==> src/rtl/blit_wrbuf.sv <==
// Blitter write-back buffer: drops suppressed phrases, merges or byte-enables
// the rest, queues them in a small FIFO and issues them over a req/ack port.
module blit_wrbuf #(
   parameter int DEPTH = 2,
   parameter int MERGE = 1
) (
   input  logic        sys_clk,
   input  logic        reset,
   input  logic        wr_valid,
   output logic        wr_ready,
   input  logic [20:0] wr_addr,
   input  logic [63:0] wr_data,
   input  logic [63:0] dstd,
   input  logic [7:0]  dbinh_n,
   input  logic        nowrite,
   output logic        mem_req,
   input  logic        mem_ack,
   output logic [20:0] mem_addr,
   output logic [63:0] mem_data,
   output logic [7:0]  mem_be,
   input  logic        cnt_clr,
   output logic [15:0] wr_count,
   output logic [15:0] skip_count,
   output logic        idle
);

   localparam int AW = $clog2(DEPTH);

   typedef enum logic {
      S_IDLE,
      S_REQ
   } state_t;

   state_t state, state_nxt;

   logic [AW:0]  wr_ptr, rd_ptr;
   logic [20:0]  fifo_addr [DEPTH];
   logic [63:0]  fifo_data [DEPTH];
   logic [7:0]   fifo_be   [DEPTH];

   logic         fifo_empty, fifo_full;
   logic         accept, skip, push, pop;
   logic [63:0]  merged_data, entry_data;
   logic [7:0]   entry_be;

   // Extra pointer MSB tells a wrapped (full) FIFO apart from an empty one.
   assign fifo_empty = (wr_ptr == rd_ptr);
   assign fifo_full  = (wr_ptr[AW] != rd_ptr[AW]) &&
                       (wr_ptr[AW-1:0] == rd_ptr[AW-1:0]);

   assign wr_ready = !fifo_full;
   assign accept   = wr_valid && wr_ready;
   assign skip     = nowrite || (dbinh_n == 8'h00);
   assign push     = accept && !skip;

   always_comb begin
      merged_data = wr_data;
      for (int i = 0; i < 8; i++) begin
         if (!dbinh_n[i]) merged_data[8*i +: 8] = dstd[8*i +: 8];
      end
   end

   assign entry_data = (MERGE != 0) ? merged_data : wr_data;
   assign entry_be   = (MERGE != 0) ? 8'hFF : dbinh_n;

   always_ff @(posedge sys_clk) begin
      if (push) begin
         fifo_addr[wr_ptr[AW-1:0]] <= wr_addr;
         fifo_data[wr_ptr[AW-1:0]] <= entry_data;
         fifo_be[wr_ptr[AW-1:0]]   <= entry_be;
      end
   end

   always_ff @(posedge sys_clk or posedge reset) begin
      if (reset) begin
         wr_ptr <= '0;
         rd_ptr <= '0;
      end else begin
         if (push) wr_ptr <= wr_ptr + (AW+1)'(1);
         if (pop)  rd_ptr <= rd_ptr + (AW+1)'(1);
      end
   end

   // Pop whenever the output register is free or is being retired by an ack,
   // which gives back-to-back issue with mem_req held high.
   always_comb begin
      state_nxt = state;
      pop       = 1'b0;
      case (state)
         S_IDLE: begin
            if (!fifo_empty) begin
               pop       = 1'b1;
               state_nxt = S_REQ;
            end
         end
         S_REQ: begin
            if (mem_ack) begin
               if (!fifo_empty) pop = 1'b1;
               else             state_nxt = S_IDLE;
            end
         end
         default: state_nxt = S_IDLE;
      endcase
   end

   always_ff @(posedge sys_clk or posedge reset) begin
      if (reset) begin
         state    <= S_IDLE;
         mem_addr <= '0;
         mem_data <= '0;
         mem_be   <= '0;
      end else begin
         state <= state_nxt;
         if (pop) begin
            mem_addr <= fifo_addr[rd_ptr[AW-1:0]];
            mem_data <= fifo_data[rd_ptr[AW-1:0]];
            mem_be   <= fifo_be[rd_ptr[AW-1:0]];
         end
      end
   end

   assign mem_req = (state == S_REQ);
   assign idle    = (state == S_IDLE) && fifo_empty;

   always_ff @(posedge sys_clk or posedge reset) begin
      if (reset) begin
         wr_count   <= '0;
         skip_count <= '0;
      end else if (cnt_clr) begin
         wr_count   <= '0;
         skip_count <= '0;
      end else begin
         if (mem_req && mem_ack && wr_count != 16'hFFFF)
            wr_count <= wr_count + 16'd1;
         if (accept && skip && skip_count != 16'hFFFF)
            skip_count <= skip_count + 16'd1;
      end
   end

endmodule

==> config.mk <==
export PLATFORM = sky130hd
export DESIGN_NAME = blit_wrbuf
export DESIGN_NICKNAME = d
export VERILOG_FILES = /design/src/rtl/blit_wrbuf.sv
export SDC_FILE = /design/constraint.sdc
export NUM_CORES = 1
export LEC_CHECK = 0
export CORE_MARGIN = 4
export CORE_UTILIZATION = 42
export DETAILED_ROUTE_END_ITERATION = 7
export HOLD_SLACK_MARGIN = 0.15
export PLACE_DENSITY_LB_ADDON = 0.1
export SETUP_SLACK_MARGIN = 0.05
export SLEW_MARGIN = 25
export SYNTH_ARGS = -nofsm -noshare
export SYNTH_HDL_FRONTEND = slang
export SYNTH_SLANG_ARGS = --single-unit
==> constraint.sdc <==
create_clock -name sys_clk -period 14.2 [get_ports sys_clk]
set_clock_uncertainty 0.1 [all_clocks]
set_input_delay 2.84 -clock sys_clk [delete_from_list [all_inputs] [get_ports sys_clk]]
set_output_delay 2.84 -clock sys_clk [all_outputs]
set_load 0.03 [all_outputs]
==> out/metrics.cfg, run 1 <==
[worst_setup_path]
critPathKind=input port to flop
worst_setup_path_end_kind=flop
critical-path-max-stage-delay_ns=0.87
worst_path_dominant_cell_family=buffers and inverters
crit_path_cell_trace=clkdlybuf4s50_1, nor4_1, a21oi_1, nand2_1, nor2_4, buf_4
timing.critical_path.buf_inv=2
crit_slowest_cell=sky130_fd_sc_hd__clkdlybuf4s50_1
worst_ep_required_time_ns=14.26
startpoint_type=input port
setup.reg_to_reg.worst_slack_ns=10.44
cp_data_arrival_time_ns=5.91
critPathMaxFanout=58

[run]
max_cap_viol_count=0

[routing]
routed-via-count=7421
total_iterations_of_the_first_detailed_routing_run=4
final_antenna_net_count=0
post-route-drc-count=0
post_drt_wl_per_cell_um=17.5
finalWirelength_mm=26.3
drt_iter0_markers=481
routed_via_density=4.93

[yosys]
synth-seq-cells=293
syn-num-nets=992
synth_edf_count=170
share_of_flip_flops_with_an_asynchronous_set_or_reset_pct=42.0
post_synth_num_cell_types=40
synth.yosys.warnings=0
synth_area_per_cell_um2=14.2
ys_dominant_reg_cell=sky130_fd_sc_hd__edfxtp_1
synthCells=827
synth_sequential_area_ratio_pct=69.5
synth_area_mm2=0.0118

[global_route]
grt_pass1_vias=7480
grt_first_pass_wirelength_mm=41.1
met2_demand_to_capacity_share_in_global_routing_pct=28.0
grt_antenna_before_repair=1
met3_usage_pct=4.39
track_usage_pct=16.8
largest_net_degree_at_the_start_of_global_routing=107
grt.busiest_layer=met2
overflow=0
met1_usage_pct=22.4

[clocking]
cts_buffers=30
cts_hold_buf=0
cts.repair_timing.setup_buffer_count=0
clk_latency_ns=0.54
cts.path.max_buffers=3
cts.clk_slew.worst_paths_ns=0.06
cts.sinks=293
cts-root-buf=sky130_fd_sc_hd__clkbuf_16
ctsResizeCount=0
clock_tree_from_tritoncts=yes
cts.htree.levels=1

[timing]
hold_viol=0
timing.final.max_slew_violations=0
setup_viol_count_final=0
max_freq_ghz=0.171
rsz_0062_raised_after_global_routing=no
worst-slew-pin-transition_ns=1.04
final_min_period_over_clock_period_pct=41.2
timing.slew.headroom_pct=30.7
totalNegativeSetupSlack_ns=0
post-route-min-period_ns=5.85

[finish]
layout.filler_cells=2292
final_cells=1505
area_occupied_by_multi_input_gates_mm2=0.00334
layout-area-overhead-vs-synth_pct=34.5
sequential_cell_area_mm2=0.00819
layout-drive-gt1-share_pct=10.6
net_count_of_the_finished_layout=1268
antenna_cells=0

[power]
peakVddDrop_v=0.0000806
cellPowerDensity_mw_per_mm2=192
power_leakage_nw=5.98

[floorplanning]
fp.dieArea_mm2=0.0308
die_height_um=175
initial_core_util_pct=42.5
core_mm2=0.0277
io_pins=291
die_x_um=175
row_count=61

[placed_design]
detailedPlacementHpwl_mm=17.7
buffer_ports.inserted=290
placed_cells_incl_taps=1449
final_weighted_congestion_of_routability_driven_global_placement=0.756

[status]
outcome=complete, no violations

[min_path]
hold_class=flop to flop

[worst paths after layout]
kind                              endpoint         start  depth (start not counted)
hold reg to reg               mem_data[41]  mem_data[41]                          2
setup reg to reg           fifo_data[0][5]     rd_ptr[0]                          5
setup / recovery           fifo_data[0][5]    dbinh_n[0]                          6
hold / removal                mem_data[41]  mem_data[41]                          2
min in group asynchronous     mem_addr[20]         reset                          2
max in group asynchronous     mem_data[58]         reset                          3
[state kept, by name, summed over array words and instances (netlist names)]
name,cells
rd_ptr,2
wr_ptr,2
mem_data,64
mem_req,1
wr_count,16
skip_count,16
mem_be,1
fifo_addr,42
mem_addr,21
fifo_data,128
[layout make-up]
cell class	count	area share, %
Timing Repair Buffer	295	18.5
Multi-Input combinational cell	479	21.1
Clock buffer	40	5.04
Sequential cell	293	51.7
Clock inverter	16	0.506
Tap cell	378	2.99
Inverter	4	0.126
[logic make-up after synthesis]
| logic type | share of synthesized area (%) |
|---|---|
| xor+xnor | 1.49 |
| fa+ha+maj | 0.212 |
| flops | 69.5 |
| simple gates | 6.83 |
| compound gates | 6.08 |
| mux | 13.5 |
| buf+inv | 2.39 |
[where the power goes]
part,internal (mW),switching (mW)
Sequential,1.14,0.118
Combinational,0.430,0.659
Clock,0.393,0.306
[placed cells by master, fill, tap and decap left out, types with 3 or more instances in the layout]
cell and count:
sky130_fd_sc_hd__and3_1 6, sky130_fd_sc_hd__nor2_1 19, sky130_fd_sc_hd__dfrtp_1 122, sky130_fd_sc_hd__clkinv_2 6, sky130_fd_sc_hd__clkinv_1 9, sky130_fd_sc_hd__nand4_1 8
sky130_fd_sc_hd__or4_1 3, sky130_fd_sc_hd__clkbuf_16 30, sky130_fd_sc_hd__nor3_1 3, sky130_fd_sc_hd__buf_4 5, sky130_fd_sc_hd__xnor2_1 15, sky130_fd_sc_hd__xor2_1 5
sky130_fd_sc_hd__inv_1 3, sky130_fd_sc_hd__a21oi_1 19, sky130_fd_sc_hd__nand2_1 96, sky130_fd_sc_hd__mux2_2 64, sky130_fd_sc_hd__clkbuf_1 9, sky130_fd_sc_hd__o21ai_0 99
sky130_fd_sc_hd__or3_1 14, sky130_fd_sc_hd__edfxtp_1 170, sky130_fd_sc_hd__mux2i_1 87, sky130_fd_sc_hd__nand3_1 12, sky130_fd_sc_hd__nand2b_1 4, sky130_fd_sc_hd__clkdlybuf4s50_1 289
[synth_stat cells, types with 2 or more instances]
| master | n | area (um2) |
|---|---|---|
| sky130_fd_sc_hd__clkbuf_1 | 20 | 75.1 |
| sky130_fd_sc_hd__xnor2_1 | 15 | 131 |
| sky130_fd_sc_hd__and3_1 | 7 | 43.8 |
| sky130_fd_sc_hd__mux2_2 | 64 | 721 |
| sky130_fd_sc_hd__edfxtp_1 | 170 | 5100 |
| sky130_fd_sc_hd__and2_1 | 2 | 12.5 |
| sky130_fd_sc_hd__mux2i_1 | 87 | 871 |
| sky130_fd_sc_hd__buf_1 | 3 | 11.3 |
| sky130_fd_sc_hd__or4_1 | 3 | 22.5 |
| sky130_fd_sc_hd__nand2_1 | 97 | 364 |
| sky130_fd_sc_hd__nor4_1 | 2 | 12.5 |
| sky130_fd_sc_hd__nor3_1 | 3 | 15.0 |
| sky130_fd_sc_hd__dfrtp_1 | 123 | 3080 |
| sky130_fd_sc_hd__inv_1 | 4 | 15.0 |
| sky130_fd_sc_hd__buf_2 | 15 | 75.1 |
| sky130_fd_sc_hd__o21ai_0 | 99 | 495 |
| sky130_fd_sc_hd__nand3_1 | 12 | 60.1 |
| sky130_fd_sc_hd__or3_1 | 14 | 87.6 |
| sky130_fd_sc_hd__nand2b_1 | 4 | 25.0 |
| sky130_fd_sc_hd__nand4_1 | 8 | 50.1 |
| sky130_fd_sc_hd__xor2_1 | 5 | 43.8 |
| sky130_fd_sc_hd__nor2_1 | 20 | 75.1 |
| sky130_fd_sc_hd__a211oi_1 | 2 | 15.0 |
| sky130_fd_sc_hd__buf_6 | 2 | 22.5 |
| sky130_fd_sc_hd__o31ai_1 | 2 | 15.0 |
| sky130_fd_sc_hd__ha_1 | 2 | 25.0 |
| sky130_fd_sc_hd__buf_4 | 11 | 82.6 |
| sky130_fd_sc_hd__a21oi_1 | 19 | 95.1 |
[per-layer routing]
| layer | share of wire (%) | routed length (um) |
|---|---|---|
| met1 | 43 | 11200 |
| met2 | 49 | 12800 |
| met3 | 7.0 | 1840 |
| met4 | 1.8 | 470 |
| met5 | 0.049 | 13 |
[stage by stage]
step / util (%) / power (mW) / hold slack [ns] / setup WS (ns) / instance area [um2]
detailed placement: 53.9 / 2.39 / 0.369 / 7.71 / 14900
floorplan: - / 1.93 / 0.360 / 6.52 / 11800
CTS: 57.1 / 3.09 / 0.383 / 8.28 / 15800
finish: 57.2 / 3.04 / 0.374 / 8.35 / 15800
global route: 57.2 / 3.23 / 0.405 / 8.18 / 15800
global placement: 54.0 / 2.36 / 0.360 / 7.77 / 15000
[worst register-to-register path: cells and delay by family (launching register included)]
kind            cells  cell delay, ns
xor+xnor            1            0.21
compound gates      1            0.50
flops               1            0.79
simple gates        2            0.93
buf+inv             1            0.78
(Power assumes the default switching activity.)
==> run 2, diff against run 1 <==
- clock period: 14.2 -> 5.05 ns (I/O delays scaled with it)
==> run 2 against run 1 <==
- flip-flop and latch count did not move
- design area increased by 1.1%
- die area did not move
- power increased to 2.9 times the previous value
- worst hold slack gained 0.0023 ns
- first-iteration DRC count is 6.7% lower
- clock-buffer cell count rose by 4
- sequential power increased to 2.8 times the previous value
- global-route usage rose by 0.054 points
- final cell count increased by 0.60%
- critical path depth is 2 lower
==> out/metrics.cfg, run 2 (same netlist as run 1, synthesis figures left out) <==
[finish]
final_cells=1514  ; +0.60%
layout-drive-gt1-share_pct=12.0  ; +1.4 points
area_occupied_by_multi_input_gates_mm2=0.00335  ; +0.26%
layout.cells.most_common_list=289 x sky130_fd_sc_hd__clkdlybuf4s50_1, 170 x sky130_fd_sc_hd__edfxtp_1, 122 x sky130_fd_sc_hd__dfrtp_1
largest_register_ffs=128  ; unchanged
layout.filler_cells=2256  ; -1.6%
net_count_of_the_finished_layout=1276  ; +0.63%
sequential_cell_area_mm2=0.00819  ; unchanged
layout_commonest_cell=sky130_fd_sc_hd__clkdlybuf4s50_1
layout-area-overhead-vs-synth_pct=35.9
antenna_cells=0  ; unchanged

[placed_design]
placed_cells_incl_taps=1456  ; +0.48%
final_weighted_congestion_of_routability_driven_global_placement=0.753  ; -0.42%
detailedPlacementHpwl_mm=17.9  ; +1.3%
buffer_ports.inserted=290  ; unchanged

[timing]
hold_viol=0  ; unchanged
final.hold.worst_slack_ns=0.376  ; +0.00233 ns
timing.slew.headroom_pct=41.2  ; +10 points
setup_viol_count_final=0  ; unchanged
max_freq_ghz=0.257
final_min_period_over_clock_period_pct=77.0
rsz_0062_raised_after_global_routing=no
timing.final.max_slew_violations=0  ; unchanged
post-route-min-period_ns=3.89
totalNegativeSetupSlack_ns=0  ; unchanged
worst-slew-pin-transition_ns=0.883  ; -0.157 ns

[routing]
routed_via_density=4.91  ; -0.34%
post-route-drc-count=0  ; unchanged
drt_iter0_markers=449  ; -6.7%
finalWirelength_mm=26.7  ; +1.5%
final_antenna_net_count=0  ; unchanged
post_drt_wl_per_cell_um=17.6  ; +0.89%
routed-via-count=7440  ; +0.26%
total_iterations_of_the_first_detailed_routing_run=5  ; +1

[worst_setup_path]
worst_setup_path_end_kind=output pin
crit_slowest_cell=sky130_fd_sc_hd__dfrtp_4
crit_path_cell_trace=xnor2_1, nand2b_1, nor2_1, clkdlybuf4s50_1
critical-path-max-stage-delay_ns=0.92  ; +0.05 ns
critPathKind=flop to output pin
worst_ep_required_time_ns=3.94  ; -10.32 ns
timing.critical_path.buf_inv=1  ; -1
critPathMaxFanout=40  ; -31%
cp_data_arrival_time_ns=2.78  ; -3.13 ns
startpoint_type=flop
worst_path_dominant_cell_family=flip-flops

[floorplanning]
row_count=61  ; unchanged
core_mm2=0.0277  ; unchanged
die_height_um=175  ; unchanged
fp.dieArea_mm2=0.0308  ; unchanged
initial_core_util_pct=42.5  ; unchanged
die_x_um=175  ; unchanged
io_pins=291  ; unchanged

[global_route]
grt.busiest_layer=met2
grt_pass1_vias=7356  ; -1.7%
grt_first_pass_wirelength_mm=41.3  ; +0.59%
overflow=0  ; unchanged
grt_antenna_before_repair=3  ; +2
met1_usage_pct=22.5  ; +0.077 points
met2_demand_to_capacity_share_in_global_routing_pct=27.7  ; -0.29 points
track_usage_pct=16.9  ; +0.054 points
met3_usage_pct=5.36  ; +0.97 points
largest_net_degree_at_the_start_of_global_routing=114  ; +6.5%

[clocking]
cts_hold_buf=0  ; unchanged
ctsResizeCount=0  ; unchanged
clock_tree_from_tritoncts=yes
cts.htree.levels=1  ; unchanged
cts_buffers=31  ; +3.3%
cts.sinks=293  ; unchanged
cts.path.max_buffers=3  ; unchanged
cts-root-buf=sky130_fd_sc_hd__clkbuf_16
cts.clk_slew.worst_paths_ns=0.06  ; about the same
clk_latency_ns=0.56  ; +0.02 ns
cts.repair_timing.setup_buffer_count=0  ; unchanged

[run]
max_cap_viol_count=0  ; unchanged

[power]
peakVddDrop_v=0.000297  ; +270%
power_leakage_nw=6.07  ; +1.5%
cellPowerDensity_mw_per_mm2=548  ; +190%

[status]
outcome=complete, no violations

[min_path]
hold_class=flop to flop

[run 2: final timing paths]
check,startpoint,slack [ns],to,depth (start not counted)
worst max-delay path,rd_ptr[0],1.16,idle,4
worst min register to register,mem_data[3],0.38,mem_data[3],2
max in group asynchronous,reset,3.07,mem_data[49],3
worst max register to register,rd_ptr[0],1.80,fifo_addr[1][9],4
worst min-delay path,mem_data[3],0.38,mem_data[3],2
min in group asynchronous,reset,0.88,mem_data[2],2
[run 2: through the flow]
step                      total power, mW  setup WS, ns  area, um2  util [%]
after floorplan                      5.43         0.627      11800         -
after global placement               6.67          1.16      15000      54.2
after detailed placement             6.71          1.15      15000      54.1
after CTS                            8.90          1.14      16000      57.7
after global routing                 9.28          1.00      16000      57.8
final                                8.77          1.16      16000      57.8
[run 2: power by group]
part	total, mW	switching [mW]	leakage, nW	internal, mW
clock network	2.16	0.906	0.490	1.26
registers	3.54	0.346	3.10	3.20
logic	3.07	1.84	2.48	1.22
total	8.77	3.09	6.07	5.68
[run 2: layer usage]
metal | up-vias | routed length [um]
li1 | 3595 | -
met1 | 3590 | 11200
met2 | 211 | 12800
met3 | 38 | 2250
met4 | 6 | 384
met5 | - | 41
[run 2: worst reg2reg max path, stage by stage (launching register included)]
cell	delay, ns
sky130_fd_sc_hd__dfrtp_4	0.92
sky130_fd_sc_hd__xnor2_1	0.23
sky130_fd_sc_hd__a21boi_1	0.44
sky130_fd_sc_hd__and3_4	0.85
sky130_fd_sc_hd__buf_4	0.40
[run 2: area by class of cell]
class / instances / share of cell area, %
Clock buffer: 44 / 5.47
Clock inverter: 14 / 0.688
Inverter: 4 / 0.125
Multi-Input combinational cell: 479 / 20.9
Sequential cell: 293 / 51.2
Tap cell: 378 / 2.96
Timing Repair Buffer: 302 / 18.7
